## src/rtl/pattern_tx_pkg.sv

```systemverilog
// Shared types and helpers for the serial test-pattern transmitter.
package pattern_tx_pkg;

    // Default maximum pattern length in bits.
    localparam int W_DEFAULT = 16;

    // Transmitter control states.
    typedef enum logic [1:0] {
        IDLE  = 2'd0,
        SHIFT = 2'd1,
        GAP   = 2'd2,
        DONE  = 2'd3
    } state_t;

    // Requested lengths beyond the pattern register width send the whole register.
    function automatic int unsigned clamp_len(input int unsigned len_req,
                                              input int unsigned max_len);
        return (len_req > max_len) ? max_len : len_req;
    endfunction

endpackage

```

## src/rtl/pattern_tx_run_tracker.sv

```systemverilog
// Tracks the current and longest runs of consecutive 1s seen on the serial line.
module run_tracker
    import pattern_tx_pkg::*;
#(
    parameter int W  = W_DEFAULT,
    parameter int CW = $clog2(W + 1)
) (
    input  logic          clk,
    input  logic          reset,
    input  logic          clear,
    input  logic          bit_in,
    output logic [CW-1:0] max_run
);

    localparam logic [CW-1:0] ONE   = CW'(1);
    localparam logic [CW-1:0] LIMIT = CW'(W);

    logic [CW-1:0] cur_run;
    logic [CW-1:0] cur_next;

    // Run lengths stop counting at W so they never wrap in the CW-bit field.
    function automatic logic [CW-1:0] sat_inc(input logic [CW-1:0] v);
        return (v >= LIMIT) ? v : v + ONE;
    endfunction

    // Next run length: extend on a 1, restart on a 0.
    always_comb begin
        cur_next = '0;
        if (bit_in) begin
            cur_next = sat_inc(cur_run);
        end
    end

    // Run registers; max_run lags the counted bit by one cycle.
    always_ff @(posedge clk or posedge reset) begin
        if (reset) begin
            cur_run <= '0;
            max_run <= '0;
        end else if (clear) begin
            cur_run <= '0;
            max_run <= '0;
        end else begin
            cur_run <= cur_next;
            if (cur_next > max_run) begin
                max_run <= cur_next;
            end
        end
    end

endmodule

```

## src/rtl/pattern_tx.sv

```systemverilog
// Serial test-pattern transmitter: sends a captured pattern LSB first,
// repeated with a one-cycle 0 gap between repetitions, and reports the
// longest run of 1s it drove.
module pattern_tx
    import pattern_tx_pkg::*;
#(
    parameter int W  = W_DEFAULT,
    parameter int CW = $clog2(W + 1)
) (
    input  logic          clk,
    input  logic          reset,
    input  logic          start,
    input  logic [W-1:0]  pattern,
    input  logic [CW-1:0] len,
    input  logic [3:0]    reps,
    output logic          ready,
    output logic          d,
    output logic          busy,
    output logic          done,
    output logic [CW-1:0] max_run
);

    localparam int            IW  = (W > 1) ? $clog2(W) : 1;
    localparam logic [CW-1:0] ONE = CW'(1);

    state_t        state;
    state_t        state_next;

    logic [W-1:0]  pat_r;
    logic [CW-1:0] len_r;
    logic [CW-1:0] bit_cnt;
    logic [CW-1:0] bit_cnt_next;
    logic [3:0]    rep_cnt;
    logic [3:0]    rep_cnt_next;
    logic          d_next;
    logic          load;

    logic [CW-1:0] len_eff;
    logic [3:0]    reps_eff;
    logic [CW-1:0] nxt_idx;
    logic [IW-1:0] nxt_bit;

    // Accept-time normalisation of the request fields.
    assign len_eff  = CW'(clamp_len(32'(len), W));
    assign reps_eff = (reps == 4'd0) ? 4'd1 : reps;

    // bit_cnt is the index of the bit currently on d; nxt_idx is the one to load next.
    assign nxt_idx = bit_cnt + ONE;
    assign nxt_bit = nxt_idx[IW-1:0];

    assign ready = (state == IDLE);
    assign busy  = (state == SHIFT) || (state == GAP);
    assign done  = (state == DONE);

    // State register.
    always_ff @(posedge clk or posedge reset) begin
        if (reset) begin
            state <= IDLE;
        end else begin
            state <= state_next;
        end
    end

    // Next-state, counter and next-bit logic.
    always_comb begin
        state_next   = state;
        bit_cnt_next = bit_cnt;
        rep_cnt_next = rep_cnt;
        d_next       = 1'b0;
        load         = 1'b0;
        unique case (state)
            IDLE: begin
                if (start) begin
                    load         = 1'b1;
                    bit_cnt_next = '0;
                    rep_cnt_next = reps_eff;
                    if (len_eff == '0) begin
                        state_next = DONE;
                    end else begin
                        state_next = SHIFT;
                        d_next     = pattern[0];
                    end
                end
            end
            SHIFT: begin
                if (nxt_idx == len_r) begin
                    bit_cnt_next = '0;
                    if (rep_cnt > 4'd1) begin
                        rep_cnt_next = rep_cnt - 4'd1;
                        state_next   = GAP;
                    end else begin
                        state_next = DONE;
                    end
                end else begin
                    bit_cnt_next = nxt_idx;
                    d_next       = pat_r[nxt_bit];
                end
            end
            GAP: begin
                state_next   = SHIFT;
                bit_cnt_next = '0;
                d_next       = pat_r[0];
            end
            DONE: begin
                state_next = IDLE;
            end
            default: begin
                state_next = IDLE;
            end
        endcase
    end

    // Capture registers, counters and the registered serial output.
    always_ff @(posedge clk or posedge reset) begin
        if (reset) begin
            pat_r   <= '0;
            len_r   <= '0;
            bit_cnt <= '0;
            rep_cnt <= '0;
            d       <= 1'b0;
        end else begin
            bit_cnt <= bit_cnt_next;
            rep_cnt <= rep_cnt_next;
            d       <= d_next;
            if (load) begin
                pat_r <= pattern;
                len_r <= len_eff;
            end
        end
    end

    run_tracker #(
        .W  (W),
        .CW (CW)
    ) u_run_tracker (
        .clk     (clk),
        .reset   (reset),
        .clear   (load),
        .bit_in  (d),
        .max_run (max_run)
    );

endmodule
```

## config.mk

```make
export PLATFORM = sky130hd
export DESIGN_NAME = pattern_tx
export DESIGN_NICKNAME = d
export VERILOG_FILES = /design/src/rtl/pattern_tx_pkg.sv /design/src/rtl/pattern_tx_run_tracker.sv /design/src/rtl/pattern_tx.sv
export SDC_FILE = /design/constraint.sdc
export NUM_CORES = 1
export LEC_CHECK = 0
export CAP_MARGIN = 20
export CORE_MARGIN = 3
export CORE_UTILIZATION = 55
export CTS_BUF_LIST = sky130_fd_sc_hd__clkbuf_2
export CTS_CLUSTER_DIAMETER = 40
export CTS_CLUSTER_SIZE = 8
export DETAILED_ROUTE_END_ITERATION = 6
export HOLD_SLACK_MARGIN = 0.12
export PLACE_DENSITY = 0.91
export RECOVER_POWER = 50
export SETUP_SLACK_MARGIN = 0.05
export SLEW_MARGIN = 20
export SYNTH_ARGS = -nofsm -noshare
export SYNTH_HDL_FRONTEND = slang
export SYNTH_SLANG_ARGS = --single-unit
```

## constraint.sdc

```tcl
create_clock -name clk -period 2.7 [get_ports clk]
set_input_delay 0.27 -clock clk [delete_from_list [all_inputs] [get_ports clk]]
set_output_delay 0.27 -clock clk [all_outputs]
set_load 0.005 [all_outputs]
```

[Yosys cells after proc, flatten, opt, wreduce, memory -nomap -nowiden]
Cells that the tools add are included.
Operators by class
  add/sub/neg operators: 3
  $lt $le $gt $ge: 5
  equal/unequal tests: 7
  multiplexer cells: 27
  reductions and logical operators: 10
Operators by type and width (number)
  5-bit two-way mux: 8
  4-bit two-way mux: 4
  5-bit case mux with 3 select lines: 1
  5-bit by 1-bit adder with 5-bit output (second input constant): 2
  2-bit case mux with 4 select lines: 1
  4-bit case mux with 2 select lines: 1
  1-bit two-way mux: 7
  2-bit two-way mux: 3
  5-bit == test: 1
  5-bit >= comparator (second input constant): 1
  5-bit > comparator: 1
  5-bit > comparator (second input constant): 1
  5-bit zero test: 1
  4-bit by 5-bit < comparator with 1-bit output (second input constant): 1
  1-bit binary-select mux with 4-bit select: 1
  2-bit == test (second input constant): 2
  4-bit by 1-bit > comparator with 1-bit output (second input constant): 1
  4-bit zero test: 1
  2-bit by 1-bit inequality test with 1-bit output (second input constant): 2
  2-bit AND reduction: 2
  4-bit AND reduction: 1
  2-bit nonzero test: 2
  4-bit by 1-bit subtractor with 4-bit output (second input constant): 1
  1-bit case mux with 3 select lines: 1
  other kinds (5): 5
Word-level totals
  register bits: 43
  input port bits: 28
  output and inout port bits: 9
  logic and storage cells: 60

[Longest topological paths before layout]
  depth after elaboration: 6
  gate-level depth with buffers: 11
  gate-level depth less buffers: 11

[Cells and area by module]
Synthesis repeated with hierarchy kept, for this count alone.
Unflattened totals
  cells, all modules: 233
  area, all modules: 2541.2 um^2
By module, submodules not included
  pattern_tx: instances 1, cells an instance 172, area an instance 1933.1 um^2, seq. area each 825.8 um^2
  run_tracker: instances 1, cells an instance 61, area an instance 608.1 um^2, seq. area each 250.2 um^2

[Worst setup path after synthesis]
OpenSTA, ideal clock, no wires.
  path kind: flip-flop to flip-flop
  start point: register u_run_tracker.cur_run[0]
  end point: register u_run_tracker.max_run[0]
  setup time: 0.132 ns
  data arrival time: 2.129 ns
  data required time: 2.568 ns
  path slack: 0.439 ns
  cell stages (with the launch flop): 12
  path buffers: 0
  clock period less this slack: 2.261 ns
  path through: dfrtp_1 > inv_1 > ha_1 > mux2i_1 > nor2b_1 > ha_1 > nor2b_1 > o21a_1 > o21ai_0 > a21oi_1 > mux2i_1 > nor2_1
On the way
  longest elaborated chain between the ends: 5
  elaborated cells between the ends (all ways): 8
  classes of those cells: 1 x add/sub; 2 x order compare; 4 x mux; 1 x reduce/logical
RTL lines
  from (decl): RTL line pattern_tx_run_tracker.sv:18  | logic [CW-1:0] cur_run;
  from (signal assigned): RTL line pattern_tx_run_tracker.sv:43  | cur_run <= cur_next;
  5-bit by 1-bit adder with 5-bit output / 5-bit >= comparator (equally long branches): RTL line pattern_tx_run_tracker.sv:23  | return (v >= LIMIT) ? v : v + ONE;
  5-bit two-way mux *: RTL line pattern_tx_run_tracker.sv:23
  5-bit two-way mux *: RTL line pattern_tx_run_tracker.sv:29  | if (bit_in) begin
  5-bit > comparator / 5-bit two-way mux (equally long branches): RTL line pattern_tx_run_tracker.sv:44  | if (cur_next > max_run) begin
  2-bit nonzero test (no line) / 5-bit two-way mux (equally long branches)
  to (signal assigned): RTL line pattern_tx_run_tracker.sv:45  | max_run <= cur_next;
  to (decl): RTL line pattern_tx_run_tracker.sv:12  | output logic [CW-1:0] max_run
Every way passes the cells marked *; elsewhere a longest branch is shown, timed or not. The select of a mux whose other input is x is not followed.
A chain may end at the register's enable or synchronous reset.

[Final worst setup path]
  start point: register u_run_tracker.cur_run[0]
  end point: register u_run_tracker.max_run[4]
The elaborated chain is that of the path after synthesis.

==> results.py <==
metrics = {
    "outcome": {
        "status": "completed",
    },
    "power": {
        "leakage_nw": 1.36,
        "peakVddDrop_mv": 0.600,
        "p_per_area_mw_per_mm2": 913,
    },
    "placement": {
        "hpwl_um": 3670,
        "gp_congestion": 0.899,
        "port_buffers": 36,
        "dpl-instance-area_mm2": 0.00287,
        "numPlacedInstances": 340,
    },
    "floorplanning": {
        "die_x_um": 72.7,
        "coreArea_mm2": 0.00414,
        "io_pins": 37,
        "rows": 23,
        "die_area_mm2": 0.00528,
        "initial_core_util_pct": 59.0,
        "die_h_um": 72.7,
    },
    "setup_path": {
        "crit_type": "register to register",
        "worstReg2RegStart": "u_run_tracker.cur_run[0]",
        "arrival_ps": 2720,
        "ff2ff_setup_slack_ps": 330,
        "r2r-end": "u_run_tracker.max_run[4]",
        "reg2reg_depth": 11,
        "endpoint_kind": "register",
        "cp-start-kind": "register",
        "crit_fanout": 5,
        "cp_data_required_time_ps": 3050,
    },
    "grt": {
        "grt_usage_pct": 20.1,
        "antenna_found_initial": 0,
        "grt-ovfl-total": 0,
        "grt_pass1_wl_um": 8180,
        "grt_max_degree": 44,
        "grt_pass1_vias": 1863,
    },
    "sta": {
        "setup_viol": 0,
        "slew_viol_final": 0,
        "rsz0062_at_grt": "no",
        "hold_viol": 0,
        "holdWs_ps": 340,
        "fmax_ghz": 0.422,
        "finClkSkew_ps": 8.08,
        "slew_headroom_pct": 29.8,
        "worst_pin_slew_ps": 1050,
        "setup_tns_ps": 0,
        "finalCritPeriodShare_pct": 87.8,
        "period_needed_ps": 2370,
    },
    "synthesis": {
        "synth_warnings": 0,
        "syn-num-nets": 301,
        "syn-instance-count": 258,
        "synth_seq_area_share_pct": 44.0,
        "synth-edff-count": 0,
        "synth-async-reset-ratio_pct": 100,
        "synth_area_mm2": 0.00244,
        "syn_avg_cell_area_um2": 9.48,
        "synth_cell_type_count": 41,
        "ys_ff_latch": 43,
        "synth-main-ff-cell": "dfrtp_1",
    },
    "finish": {
        "post-route-util_pct": 70.4,
        "antenna_cells": 0,
        "final_common_cell": "nand2_1",
        "final_cell_mix": "nand2_1 (73), dfrtp_1 (43), clkdlybuf4s50_1 (35)",
        "fin_area_mm2": 0.00292,
        "nets": 340,
        "final_cell_count_no_fill": 348,
        "area_growth_pct": 19.4,
        "drive_gt1_share_pct": 8.39,
    },
    "flow_run": {
        "drv_cap": 0,
    },
    "drt": {
        "wirelength_um": 4870,
        "routedWlPerCell_um": 14.0,
        "num_vias": 1880,
        "first_iter_violations": 90,
        "via_per_inst": 5.40,
        "drc": 0,
        "dr.pass1.iters": 4,
        "ant_nets": 0,
    },
    "clock_network": {
        "clockBufferDepth": 2,
        "insertion_delay_ps": 420,
        "tritoncts": "yes",
        "cts_root_buffer": "clkbuf_2",
        "path_clk_slew_ps": 230,
        "cts_buffers": 5,
        "htreeDepth": 2,
        "cts_sinks": 43,
        "hold_buffers": 0,
    },
    "min_path": {
        "min-delay-path-class": "input pin to register",
        "min_to": "pat_r[6]",
        "hp-start": "pattern[6]",
        "whs_path_depth": 3,
    },
}
[flip-flops by register name, indices dropped and copies added, names as in the netlist]
register and count:
bit_cnt 5, d 1, len_r 5, pat_r 16, rep_cnt 4, state 2
u_run_tracker.cur_run 5, u_run_tracker.max_run 5
[cells in the mapped netlist (2+ instances only)]
master,number,area (um2)
xor2_2,2,32.5
a31oi_1,3,18.8
xor2_1,5,43.8
ha_1,15,188
nor2b_1,5,31.3
mux4_2,4,90.1
o21ai_0,2,10.0
o21ai_1,5,25.0
nand2b_1,3,18.8
nor2_1,13,48.8
xnor2_1,6,52.6
a21oi_1,5,25.0
o31ai_1,2,15.0
o21a_1,4,30.0
nor3_1,3,15.0
inv_1,12,45.0
and2_1,8,50.1
buf_2,2,10.0
mux2i_1,8,80.1
nand2_1,73,274
o22ai_1,2,12.5
dfrtp_1,43,1080
nand3b_1,4,30.0
nand3_1,7,35.0
clkbuf_1,6,22.5
[worst max-delay path: stages, from the launching register on]
cell	delay (ps)
dfrtp_1	460
inv_1	60
ha_1	290
mux2i_1	140
nor2b_1	90
ha_1	300
nor2b_1	130
o21a_1	110
o21ai_0	80
a21oi_2	350
mux2i_1	240
nor2_1	50
[per-stage QoR]
step	power (mW)	setup WS [ps]
after floorplan	2.00	439
after global placement	2.31	322
after detailed placement	2.39	172
after CTS	2.68	158
after global routing	2.89	207
final	2.67	330
[cell families after synthesis]
family,synth area share [%]
xor gates and xnor gates,5.27
adders and majority gates,7.68
AOI/OAI and AO/OA,9.01
and+or+nand+nor,23.3
muxes,7.42
buffers and inverters,3.33
DFF,44.0
[area by class of cell]
type,count,area (um2)
Sequential cell,43,1080
Multi-Input combinational cell,194,1290
Clock buffer,5,25.0
Timing Repair Buffer,41,395
Tap cell,50,62.6
Inverter,12,45.0
Fill cell,337,1220
Clock inverter,3,23.8
[where the power goes]
part	total (mW)	leakage (nW)	internal (mW)	switching, mW
Clock	0.293	0.0256	0.0663	0.226
Combinational	1.34	0.787	0.622	0.717
Sequential	1.03	0.550	0.863	0.171
[layer usage]
layer  track usage [%]  vias to the layer above  wire, um
li1                  -                      942         -
met1              23.6                      887      2170
met2              34.9                       40      2360
met3              5.37                       11       235
met4              7.99                        0        99
met5                 0                        -         0
[timing repair]
action                     4_1_cts  5_1_grt
resized for setup                0        1
setup endpoints to repair        0        4
setup buffers                    0        0
[worst max-delay path by stage]
stage                              from                       end  slack, ps  cells past startpoint
6_report       u_run_tracker.cur_run[0]  u_run_tracker.max_run[4]        330                     11
5_1_grt        u_run_tracker.cur_run[0]  u_run_tracker.max_run[3]        210                     11
4_1_cts        u_run_tracker.cur_run[0]  u_run_tracker.max_run[4]        160                     11
3_5_place_dp   u_run_tracker.cur_run[0]  u_run_tracker.max_run[4]        170                     11
3_3_place_gp   u_run_tracker.cur_run[0]  u_run_tracker.max_run[0]        320                     11
2_1_floorplan  u_run_tracker.cur_run[0]  u_run_tracker.max_run[0]        440                     11
Note: power is estimated with default switching activity, not from simulation.
